===== config.mk =====
export PLATFORM = sky130hd
export DESIGN_NAME = vga_image_reader
export DESIGN_NICKNAME = d
export VERILOG_FILES = /design/src/rtl/vga_pkg.sv /design/src/rtl/vga_timing_gen.sv /design/src/rtl/vga_image_reader.sv
export SDC_FILE = /design/constraint.sdc
export NUM_CORES = 1
export LEC_CHECK = 0
export ABC_AREA = 1
export ABC_CLOCK_PERIOD_IN_PS = 2200
export CAP_MARGIN = 40
export CORE_MARGIN = 2
export CORE_UTILIZATION = 30
export DETAILED_ROUTE_END_ITERATION = 8
export GPL_TIMING_DRIVEN = 0
export PLACE_DENSITY = 0.61
export SLEW_MARGIN = 30
export SYNTH_ARGS = -nofsm -noshare
export SYNTH_HDL_FRONTEND = slang
export SYNTH_HIERARCHICAL = 1
export SYNTH_SLANG_ARGS = --single-unit

===== constraint.sdc =====
create_clock -name clk -period 2.2 [get_ports clk]
set_input_delay 0.55 -clock clk [delete_from_list [all_inputs] [get_ports clk]]
set_output_delay 0.55 -clock clk [all_outputs]
set_load 0.03 [all_outputs]

===== src/rtl/vga_pkg.sv =====
// Shared constants and types for the VGA scan-out path:
// 640x480@60 timing, 320x240 RGB444 source image geometry,
// RGB444 field positions and the colour-bar lookup.
package vga_pkg;

    // 640x480@60 horizontal timing (pixels)
    localparam int VGA_H_ACTIVE = 640;
    localparam int VGA_H_FP     = 16;
    localparam int VGA_H_SYNC   = 96;
    localparam int VGA_H_BP     = 48;
    localparam int VGA_H_TOTAL  = VGA_H_ACTIVE + VGA_H_FP + VGA_H_SYNC + VGA_H_BP;

    // 640x480@60 vertical timing (lines)
    localparam int VGA_V_ACTIVE = 480;
    localparam int VGA_V_FP     = 10;
    localparam int VGA_V_SYNC   = 2;
    localparam int VGA_V_BP     = 33;
    localparam int VGA_V_TOTAL  = VGA_V_ACTIVE + VGA_V_FP + VGA_V_SYNC + VGA_V_BP;

    // Source image held in BRAM, shown with 2x pixel and line replication
    localparam int VGA_IMG_W      = 320;
    localparam int VGA_IMG_H      = 240;
    localparam int VGA_IMG_PIXELS = VGA_IMG_W * VGA_IMG_H;

    localparam int VGA_ADDR_W = 17;
    localparam int VGA_PIX_W  = 12;

    // RGB444 field slices
    localparam int RGB_R_HI = 11;
    localparam int RGB_R_LO = 8;
    localparam int RGB_G_HI = 7;
    localparam int RGB_G_LO = 4;
    localparam int RGB_B_HI = 3;
    localparam int RGB_B_LO = 0;

    // Control bits that travel alongside the BRAM read
    typedef struct packed {
        logic active;
        logic hs_n;
        logic vs_n;
        logic first;
    } vga_ctl_t;

    // Blank, syncs inactive: what the pipeline holds out of reset
    localparam vga_ctl_t CTL_IDLE = '{active: 1'b0, hs_n: 1'b1, vs_n: 1'b1, first: 1'b0};

    // Colour bars left to right: white, yellow, cyan, green, magenta, red, blue, black
    function automatic logic [11:0] bar_rgb(input logic [2:0] idx);
        logic [2:0]  on;
        logic [11:0] rgb;
        case (idx)
            3'd0:    on = 3'b111;
            3'd1:    on = 3'b110;
            3'd2:    on = 3'b011;
            3'd3:    on = 3'b010;
            3'd4:    on = 3'b101;
            3'd5:    on = 3'b100;
            3'd6:    on = 3'b001;
            default: on = 3'b000;
        endcase
        rgb = '0;
        rgb[RGB_R_HI:RGB_R_LO] = {4{on[2]}};
        rgb[RGB_G_HI:RGB_G_LO] = {4{on[1]}};
        rgb[RGB_B_HI:RGB_B_LO] = {4{on[0]}};
        return rgb;
    endfunction

endpackage


===== src/rtl/vga_timing_gen.sv =====
// Raster counters for VGA timing. hcnt/vcnt advance only on pix_ce;
// active, hs_n, vs_n and the wrap strobes are decoded combinationally
// from the current counter values.
module vga_timing_gen
    import vga_pkg::*;
#(
    parameter int H_ACTIVE = VGA_H_ACTIVE,
    parameter int H_FP     = VGA_H_FP,
    parameter int H_SYNC   = VGA_H_SYNC,
    parameter int H_BP     = VGA_H_BP,
    parameter int V_ACTIVE = VGA_V_ACTIVE,
    parameter int V_FP     = VGA_V_FP,
    parameter int V_SYNC   = VGA_V_SYNC,
    parameter int V_BP     = VGA_V_BP,
    parameter int HCW      = $clog2(H_ACTIVE + H_FP + H_SYNC + H_BP),
    parameter int VCW      = $clog2(V_ACTIVE + V_FP + V_SYNC + V_BP)
) (
    input  logic           clk,
    input  logic           rst,
    input  logic           pix_ce,
    output logic [HCW-1:0] hcnt,
    output logic [VCW-1:0] vcnt,
    output logic           active,
    output logic           hs_n,
    output logic           vs_n,
    output logic           line_end,
    output logic           frame_end
);

    localparam int H_TOTAL   = H_ACTIVE + H_FP + H_SYNC + H_BP;
    localparam int V_TOTAL   = V_ACTIVE + V_FP + V_SYNC + V_BP;
    localparam int HS_START  = H_ACTIVE + H_FP;
    localparam int HS_END    = H_ACTIVE + H_FP + H_SYNC;
    localparam int VS_START  = V_ACTIVE + V_FP;
    localparam int VS_END    = V_ACTIVE + V_FP + V_SYNC;

    // Raster position: hcnt wraps each line, vcnt steps on hcnt wrap
    always_ff @(posedge clk or posedge rst) begin
        if (rst) begin
            hcnt <= '0;
            vcnt <= '0;
        end else if (pix_ce) begin
            if (line_end) begin
                hcnt <= '0;
                vcnt <= frame_end ? '0 : vcnt + 1'b1;
            end else begin
                hcnt <= hcnt + 1'b1;
            end
        end
    end

    // Decode wrap points, visible region and sync windows
    always_comb begin
        line_end  = (hcnt == HCW'(H_TOTAL - 1));
        frame_end = line_end && (vcnt == VCW'(V_TOTAL - 1));
        active    = (hcnt < HCW'(H_ACTIVE)) && (vcnt < VCW'(V_ACTIVE));
        hs_n      = !((hcnt >= HCW'(HS_START)) && (hcnt < HCW'(HS_END)));
        vs_n      = !((vcnt >= VCW'(VS_START)) && (vcnt < VCW'(VS_END)));
    end

endmodule


===== src/rtl/vga_image_reader.sv =====
// VGA scan-out from a 320x240 RGB444 image BRAM to a 640x480@60 display.
// Each source pixel is shown 2x2: the column is hcnt/2 and the line base
// steps by IMG_W after every odd visible line, so no multiplier is needed.
// Control bits (active/syncs/first-pixel) are delayed by 1+BRAM_LAT pix_ce
// ticks so they line up with the BRAM read data at the output registers.
// Optional build macro VGA_TEST_PATTERN_EN adds a pattern_sel input that
// replaces the image with eight vertical colour bars.
module vga_image_reader
    import vga_pkg::*;
#(
    parameter int H_ACTIVE = VGA_H_ACTIVE,
    parameter int H_FP     = VGA_H_FP,
    parameter int H_SYNC   = VGA_H_SYNC,
    parameter int H_BP     = VGA_H_BP,
    parameter int V_ACTIVE = VGA_V_ACTIVE,
    parameter int V_FP     = VGA_V_FP,
    parameter int V_SYNC   = VGA_V_SYNC,
    parameter int V_BP     = VGA_V_BP,
    parameter int IMG_W    = VGA_IMG_W,
    parameter int ADDR_W   = VGA_ADDR_W,
    parameter int PIX_W    = VGA_PIX_W,
    parameter int BRAM_LAT = 1
) (
    input  logic              clk,
    input  logic              rst,
    input  logic              pix_ce,
`ifdef VGA_TEST_PATTERN_EN
    input  logic              pattern_sel,
`endif
    output logic [ADDR_W-1:0] bram_addr,
    input  logic [PIX_W-1:0]  bram_data,
    output logic              vga_hs,
    output logic              vga_vs,
    output logic              vga_de,
    output logic [PIX_W-1:0]  vga_rgb,
    output logic              frame_start
);

    localparam int H_TOTAL = H_ACTIVE + H_FP + H_SYNC + H_BP;
    localparam int V_TOTAL = V_ACTIVE + V_FP + V_SYNC + V_BP;
    localparam int HCW     = $clog2(H_TOTAL);
    localparam int VCW     = $clog2(V_TOTAL);

    logic [HCW-1:0]    hcnt;
    logic [VCW-1:0]    vcnt;
    logic              active;
    logic              hs_n;
    logic              vs_n;
    logic              line_end;
    logic              frame_end;

    logic [ADDR_W-1:0] line_base;
    logic [ADDR_W-1:0] col;
    vga_ctl_t          ctl_now;
    vga_ctl_t          ctl_pipe [0:BRAM_LAT];
    vga_ctl_t          ctl_out;
    logic [PIX_W-1:0]  pix_src;

    vga_timing_gen #(
        .H_ACTIVE (H_ACTIVE),
        .H_FP     (H_FP),
        .H_SYNC   (H_SYNC),
        .H_BP     (H_BP),
        .V_ACTIVE (V_ACTIVE),
        .V_FP     (V_FP),
        .V_SYNC   (V_SYNC),
        .V_BP     (V_BP),
        .HCW      (HCW),
        .VCW      (VCW)
    ) u_timing (
        .clk       (clk),
        .rst       (rst),
        .pix_ce    (pix_ce),
        .hcnt      (hcnt),
        .vcnt      (vcnt),
        .active    (active),
        .hs_n      (hs_n),
        .vs_n      (vs_n),
        .line_end  (line_end),
        .frame_end (frame_end)
    );

    // Horizontal replication: two screen pixels per source pixel
    assign col = ADDR_W'(hcnt >> 1);

    // Line base tracks the start of the current source row; odd visible
    // lines are the second copy of a row, so the base advances after them
    always_ff @(posedge clk or posedge rst) begin
        if (rst) begin
            line_base <= '0;
            bram_addr <= '0;
        end else if (pix_ce) begin
            bram_addr <= active ? (line_base + col) : '0;
            if (frame_end) begin
                line_base <= '0;
            end else if (line_end && vcnt[0] && (vcnt < VCW'(V_ACTIVE))) begin
                line_base <= line_base + ADDR_W'(IMG_W);
            end
        end
    end

    // Control bits sampled alongside the address register
    always_comb begin
        ctl_now        = CTL_IDLE;
        ctl_now.active = active;
        ctl_now.hs_n   = hs_n;
        ctl_now.vs_n   = vs_n;
        ctl_now.first  = active && (hcnt == '0) && (vcnt == '0);
    end

    // Stage 0 matches the address register, the rest match BRAM latency
    always_ff @(posedge clk or posedge rst) begin
        if (rst) begin
            for (int i = 0; i <= BRAM_LAT; i++) begin
                ctl_pipe[i] <= CTL_IDLE;
            end
        end else if (pix_ce) begin
            ctl_pipe[0] <= ctl_now;
            for (int i = 1; i <= BRAM_LAT; i++) begin
                ctl_pipe[i] <= ctl_pipe[i-1];
            end
        end
    end

    assign ctl_out = ctl_pipe[BRAM_LAT];

`ifdef VGA_TEST_PATTERN_EN
    localparam int BAR_W = H_ACTIVE / 8;

    logic [2:0] bar_idx;
    logic [2:0] bar_pipe [0:BRAM_LAT];

    // Bar number from hcnt by threshold compare against multiples of BAR_W
    always_comb begin
        bar_idx = '0;
        for (int i = 1; i < 8; i++) begin
            if (32'(hcnt) >= 32'(i * BAR_W)) begin
                bar_idx = 3'(i);
            end
        end
    end

    // Bar number rides the same delay as the control bits
    always_ff @(posedge clk or posedge rst) begin
        if (rst) begin
            for (int i = 0; i <= BRAM_LAT; i++) begin
                bar_pipe[i] <= '0;
            end
        end else if (pix_ce) begin
            bar_pipe[0] <= bar_idx;
            for (int i = 1; i <= BRAM_LAT; i++) begin
                bar_pipe[i] <= bar_pipe[i-1];
            end
        end
    end

    assign pix_src = pattern_sel ? PIX_W'(bar_rgb(bar_pipe[BRAM_LAT])) : bram_data;
`else
    assign pix_src = bram_data;
`endif

    // Output registers; frame_start is a single-clk strobe, the rest hold
    // between pix_ce ticks
    always_ff @(posedge clk or posedge rst) begin
        if (rst) begin
            vga_hs      <= 1'b1;
            vga_vs      <= 1'b1;
            vga_de      <= 1'b0;
            vga_rgb     <= '0;
            frame_start <= 1'b0;
        end else begin
            frame_start <= pix_ce && ctl_out.first;
            if (pix_ce) begin
                vga_hs  <= ctl_out.hs_n;
                vga_vs  <= ctl_out.vs_n;
                vga_de  <= ctl_out.active;
                vga_rgb <= ctl_out.active ? pix_src : '0;
            end
        end
    end

endmodule


==> results.py <==
metrics = {
    "critical_path": {
        "cp.required_ns": 1.65,
        "rr_endpoint": "line_base[7]",
        "critPathMaxFanout": 2,
        "worstSetupStartpointType": "flip-flop",
        "cp-end-kind": "primary output",
        "arrival_ns": 1.53,
        "r2r_cells": 11,
        "rrSetupSlack_ns": 0.29,
        "worst_path_dominant_cell_family": "buffers and inverters",
        "crit_slowest_cell": "clkdlybuf4s50_1",
        "path_class": "flip-flop to primary output",
        "critical_path.max_stage_delay_ns": 0.67,
        "path_cells": "clkdlybuf4s50_1",
        "timing.rr.start": "u_timing/hcnt[0]",
        "crit_buf_inv": 1,
    },
    "timing": {
        "setup_viol": 0,
        "min_period_ns": 2.08,
        "tightest_slew_ns": 0.602,
        "tns_ns": 0,
        "finalCritPeriodShare": 0.945,
        "maxSlewViolCount": 0,
        "fin_skew_ns": 0.00665,
        "max_freq_mhz": 481,
        "hold_violations": 0,
        "maxSlewHeadroom": 0.598,
        "rsz0062_at_grt": "no",
    },
    "power": {
        "ir_drop_mv": 0.346,
        "power-per-cell-area_nw_per_um2": 925,
        "power_mw": 4.53,
        "leakage_nw": 2.39,
    },
    "clock_network": {
        "cts_root_buf": "clkbuf_16",
        "clockBufferDepth": 2,
        "ctsHtreeMaxLevel": 3,
        "cts_tree": "yes",
        "clock-sinks": 72,
        "numCtsBuffers": 9,
        "clk_latency_ns": 0.33,
        "path_clk_slew_ns": 0.06,
    },
    "cells_and_area": {
        "fillers": 1321,
        "instances_no_fill": 737,
        "ff_latch_area_um2": 1810,
        "antenna_cells": 0,
        "area_growth_pct": 26.7,
        "multi_input_area_um2": 1740,
        "drive_gt1_frac": 0.127,
        "fin_nets": 583,
    },
    "die": {
        "die_w_um": 117,
        "initial_utilization": 0.306,
        "dieArea_um2": 13800,
        "coreArea_um2": 12600,
        "rows": 41,
        "io_pins": 48,
        "die_h_um": 117,
    },
    "synth": {
        "syn_inst": 499,
        "synthFlopType": "dfrtp_1",
        "synth.area.top_cells": "dfrtp_1 (43%), nand2_1 (17%), nand3_1 (6.9%), inv_1 (4.4%), dfstp_2 (4.1%)",
        "yosys.area.top_type": "dfrtp_1",
        "synth_nets": 522,
        "async_reset_ff_frac": 1.00,
        "synth.top_cells.by_count": "nand2_1 (173), dfrtp_1 (66), nand3_1 (53), inv_1 (45), nor2_1 (36)",
        "ys_seq_elements": 72,
        "yosys_warnings": 6,
        "synth_area_um2": 3860,
        "synth_area_per_cell_um2": 7.74,
        "synthMostInstantiatedCell": "nand2_1",
        "ys_seq_area_frac": 0.468,
        "yosys.area.top_type_share": 0.427,
        "yosys.cell_types.count": 32,
        "synth_edf_count": 0,
    },
    "route": {
        "firstDrtPassIters": 4,
        "avgViaCountPerCell": 4.47,
        "drt_iter0_drc": 165,
        "route.detailed.drc": 0,
        "drtAntennaViolNets": 0,
        "avgRoutedWirePerCell_um": 12.1,
        "vias": 3293,
        "routed_wl_um": 8900,
    },
    "placement": {
        "io_buffers": 46,
        "dp_hpwl_um": 6500,
        "globalplace.congestion": 0.859,
        "numPlacedInstances": 718,
    },
    "grt": {
        "grt_max_degree": 51,
        "grt_pass1_wl_um": 15100,
        "grt_overflow": 0,
        "track_usage": 0.134,
        "antenna_found_initial": 0,
        "grt_pass1_vias": 3166,
    },
    "min_path": {
        "hp-class": "primary input to flip-flop",
        "hold_start": "pix_ce",
        "timing.hold.worst_endpoint": "u_timing/hcnt[0]",
        "hold_depth": 2,
    },
    "run": {
        "maxCapViolations": 0,
    },
    "status": {
        "status": "finished clean",
    },
}
-- registers in the layout, indices dropped and copies added, names as in the netlist --
| signal | flops |
|---|---|
| bram_addr | 17 |
| ctl_out | 4 |
| ctl_pipe | 4 |
| frame_start | 1 |
| line_base | 11 |
| u_timing/hcnt | 10 |
| u_timing/vcnt | 10 |
| vga_de | 1 |
| vga_hs | 1 |
| vga_rgb | 12 |
| vga_vs | 1 |
-- logic make-up (layout without fill, tap and decap cells) --
| group | count (synthesis) | after routing | share of synthesized area |
|---|---|---|---|
| adder cells (fa/ha/maj) | 8 | 8 | 0.0259 |
| flip-flops | 72 | 72 | 0.468 |
| AO/OA/AOI/OAI | 36 | 36 | 0.0531 |
| XOR/XNOR | 14 | 14 | 0.0317 |
| buffers and inverters | 77 | 143 | 0.0858 |
| AND/OR/NAND/NOR | 292 | 292 | 0.335 |
-- timing repair --
item / 4_1_cts / 5_1_grt
hold buffers: 0 / 0
pin swaps: 1 / 1
endpoints found under the setup margin: 10 / 10
gates resized for setup: 1 / 3
setup buffers: 1 / 1
-- final cells by class --
class / count / area share
plain buffers: 15 / 0.0204
clock buffers: 10 / 0.0468
clock inverters: 6 / 0.00920
inverters: 62 / 0.0483
multi-input cells: 350 / 0.356
flip-flops and latches: 72 / 0.370
well taps: 172 / 0.0440
repair buffers: 50 / 0.106
-- how the worst max path moves through the flow --
stage | to | cells past startpoint | start | slack [ns]
after floorplan | line_base[13] | 11 | u_timing/hcnt[0] | 0.05
after global placement | line_base[13] | 11 | u_timing/hcnt[0] | -0.74
after detailed placement | line_base[15] | 11 | u_timing/hcnt[0] | -0.31
after CTS | line_base[15] | 11 | u_timing/hcnt[0] | 0.0006
after global routing | vga_hs | 1 | vga_hs | 0.08
final | vga_hs | 1 | vga_hs | 0.12
-- cells in the final DEF, fill, tap and decap left out, types with 3 or more instances in the layout --
master	n
dfrtp_1	65
clkdlybuf4s50_1	46
xor2_1	10
nor3_1	3
nor2_1	36
nand2_2	5
buf_6	5
inv_2	15
o21ai_1	21
ha_1	8
nor2_2	3
clkbuf_16	9
nand4_1	6
nand2_1	172
dfstp_2	6
nand3_1	53
xnor2_1	4
inv_1	44
clkbuf_1	7
a22o_1	3
clkinvlp_4	3
nor2_4	4
nand3_2	3
o21ai_0	8
-- routing by layer --
layer | track usage | wire length [um] | vias up
met2 | 0.215 | 4220 | 69
met3 | 0.0426 | 508 | 7
met4 | 0.0384 | 89 | 0
met5 | 0 | 0 | -
li1 | - | - | 1691
met1 | 0.175 | 4080 | 1526
-- through the flow --
stage	util	hold WS [ns]	cell area, um2	setup slack (ns)
floorplan	-	0.436	3860	0.0515
global placement	0.360	0.452	4540	-0.736
detailed placement	0.363	0.456	4580	-0.309
CTS	0.386	0.452	4870	0.000568
global route	0.388	0.474	4890	0.0773
finish	0.388	0.459	4890	0.120
-- where the power goes --
part / internal, mW / leakage (nW) / switching [mW]
logic: 0.521 / 1.34 / 0.843
clock network: 0.766 / 0.125 / 0.572
registers: 1.58 / 0.925 / 0.250
(Power assumes the default switching activity.)
==> edit, RTL diff (same settings) <==
`VGA_PIX_W`: 12 -> 18.
--- a/src/rtl/vga_pkg.sv
+++ b/src/rtl/vga_pkg.sv
@@ -23,7 +23,7 @@
     localparam int VGA_IMG_PIXELS = VGA_IMG_W * VGA_IMG_H;
 
     localparam int VGA_ADDR_W = 17;
-    localparam int VGA_PIX_W  = 12;
+    localparam int VGA_PIX_W  = 18;
 
     // RGB444 field slices
     localparam int RGB_R_HI = 11;
Interface: changed (resized bram_data and vga_rgb); port bits go from 48 to 60. No check against the original RTL was run, so the function may have changed too.
==> edit against the original RTL <==
- design area grew 8.8%
- setup slack better by 0.0071 ns
- utilization rose by 1.1 points
- via count up 7.0%
- synthesized area increased by 6.8%
- total power is 12% higher
- hold slack improved by 0.0052 ns
- wire length rose by 11%
- sequential cell count grew 6
- critical path type unchanged
==> edit: results (changes against the original RTL) <==
Seq. pwr=0.00196 W (+7%); Final Skew=0.00453 ns (-0.00211 ns); synthesized net count=557 (+6.7%); Logic inverters=64 (+3.2%); Setup WS pre-CTS=-0.151 ns (+0.158 ns); worst-margin pin slew=0.493 ns (-0.110 ns); Final Cycle Share=94.2% (-0.32 points); vias in the first global route=3412 (+7.8%); Via Count=3525 (+7.0%); post-route cell area=5330 sq um (+8.8%); net switching power=0.00178 W (+6.9%); Total GRT Usage=14.0% (+0.61 points); Non-clk bufs=78 (+20%); top cells by count, synth=178 x nand2_1, 72 x dfrtp_1, 56 x nand3_1; largest net degree at the start of global routing=50 (-2.0%); syn_area_per_cell=7.82 sq um (+0.97%); initial drt markers=286 (+73%); DP HPWL=7.29 mm (+12%); top flop regs=vga_rgb: 18 flops, bram_addr: 17 flops, line_base: 11 flops; Worst Setup SP=vga_vs; Pleak=2.63 nW (+10%); Max rail drop VDD=0.365 mV (+5.6%); Clock Power Share=31.9% (+2.3 points); Worst Setup EP=vga_vs; footprint of the multi-input gates=1820 sq um (+4.7%); adder-cell share of the synthesized area=2.42% (-0.17 points); final RePlAce weighted congestion=0.846 (-1.5%); hold slack=0.464 ns (+0.00523 ns); layout cell share with drive strength beyond 1=12.9% (+0.15 points); register area=1960 sq um (+8.2%); Seq/Total Area, Yosys=47.5% (+0.64 points); Filler Cells Inserted=1318 (-0.23%); Compound-Gate Fraction of Synth Area=5.33% (+0.024 points); worst flop-to-flop path endpoint=line_base[11]; reg2reg start=u_timing/hcnt[1]; outcome=complete, no violations; Placed Instances=765 (+6.5%); Layout Cells excl Fill=781 (+6.0%)
edit: cell types whose count changed after synthesis, moves of 3 or more:
cell and change:
o21ai_0 +10, dfrtp_1 +6, nand2_2 +6, o21ai_1 -6, inv_1 +5, nand2_1 +5, inv_2 -4, buf_2 +3
nand3_1 +3
edit: logic make-up (layout without fill, tap and decap cells):
| group | count (synthesis) | in the layout |
|---|---|---|
| DFF | 78 | 78 |
| xor gates and xnor gates | 12 | 12 |
| AOI/OAI and AO/OA | 40 | 40 |
| and+or+nand+nor | 309 | 309 |
| adders and majority gates | 8 | 8 |
| buffers and inverters | 81 | 158 |
edit: metal layers:
metal	part of all wire, %	up-vias	global-route usage [%]
met5	0	-	0
met2	49	63	24.1
met3	3.2	11	1.74
li1	-	1810	-
met4	1.8	0	5.89
met1	46	1641	17.8
edit: repair_timing:
action / 4_1_cts / 5_1_grt
setup endpoints to repair: 10 / 9
gates cloned: 0 / 0
gates resized for setup: 1 / 1
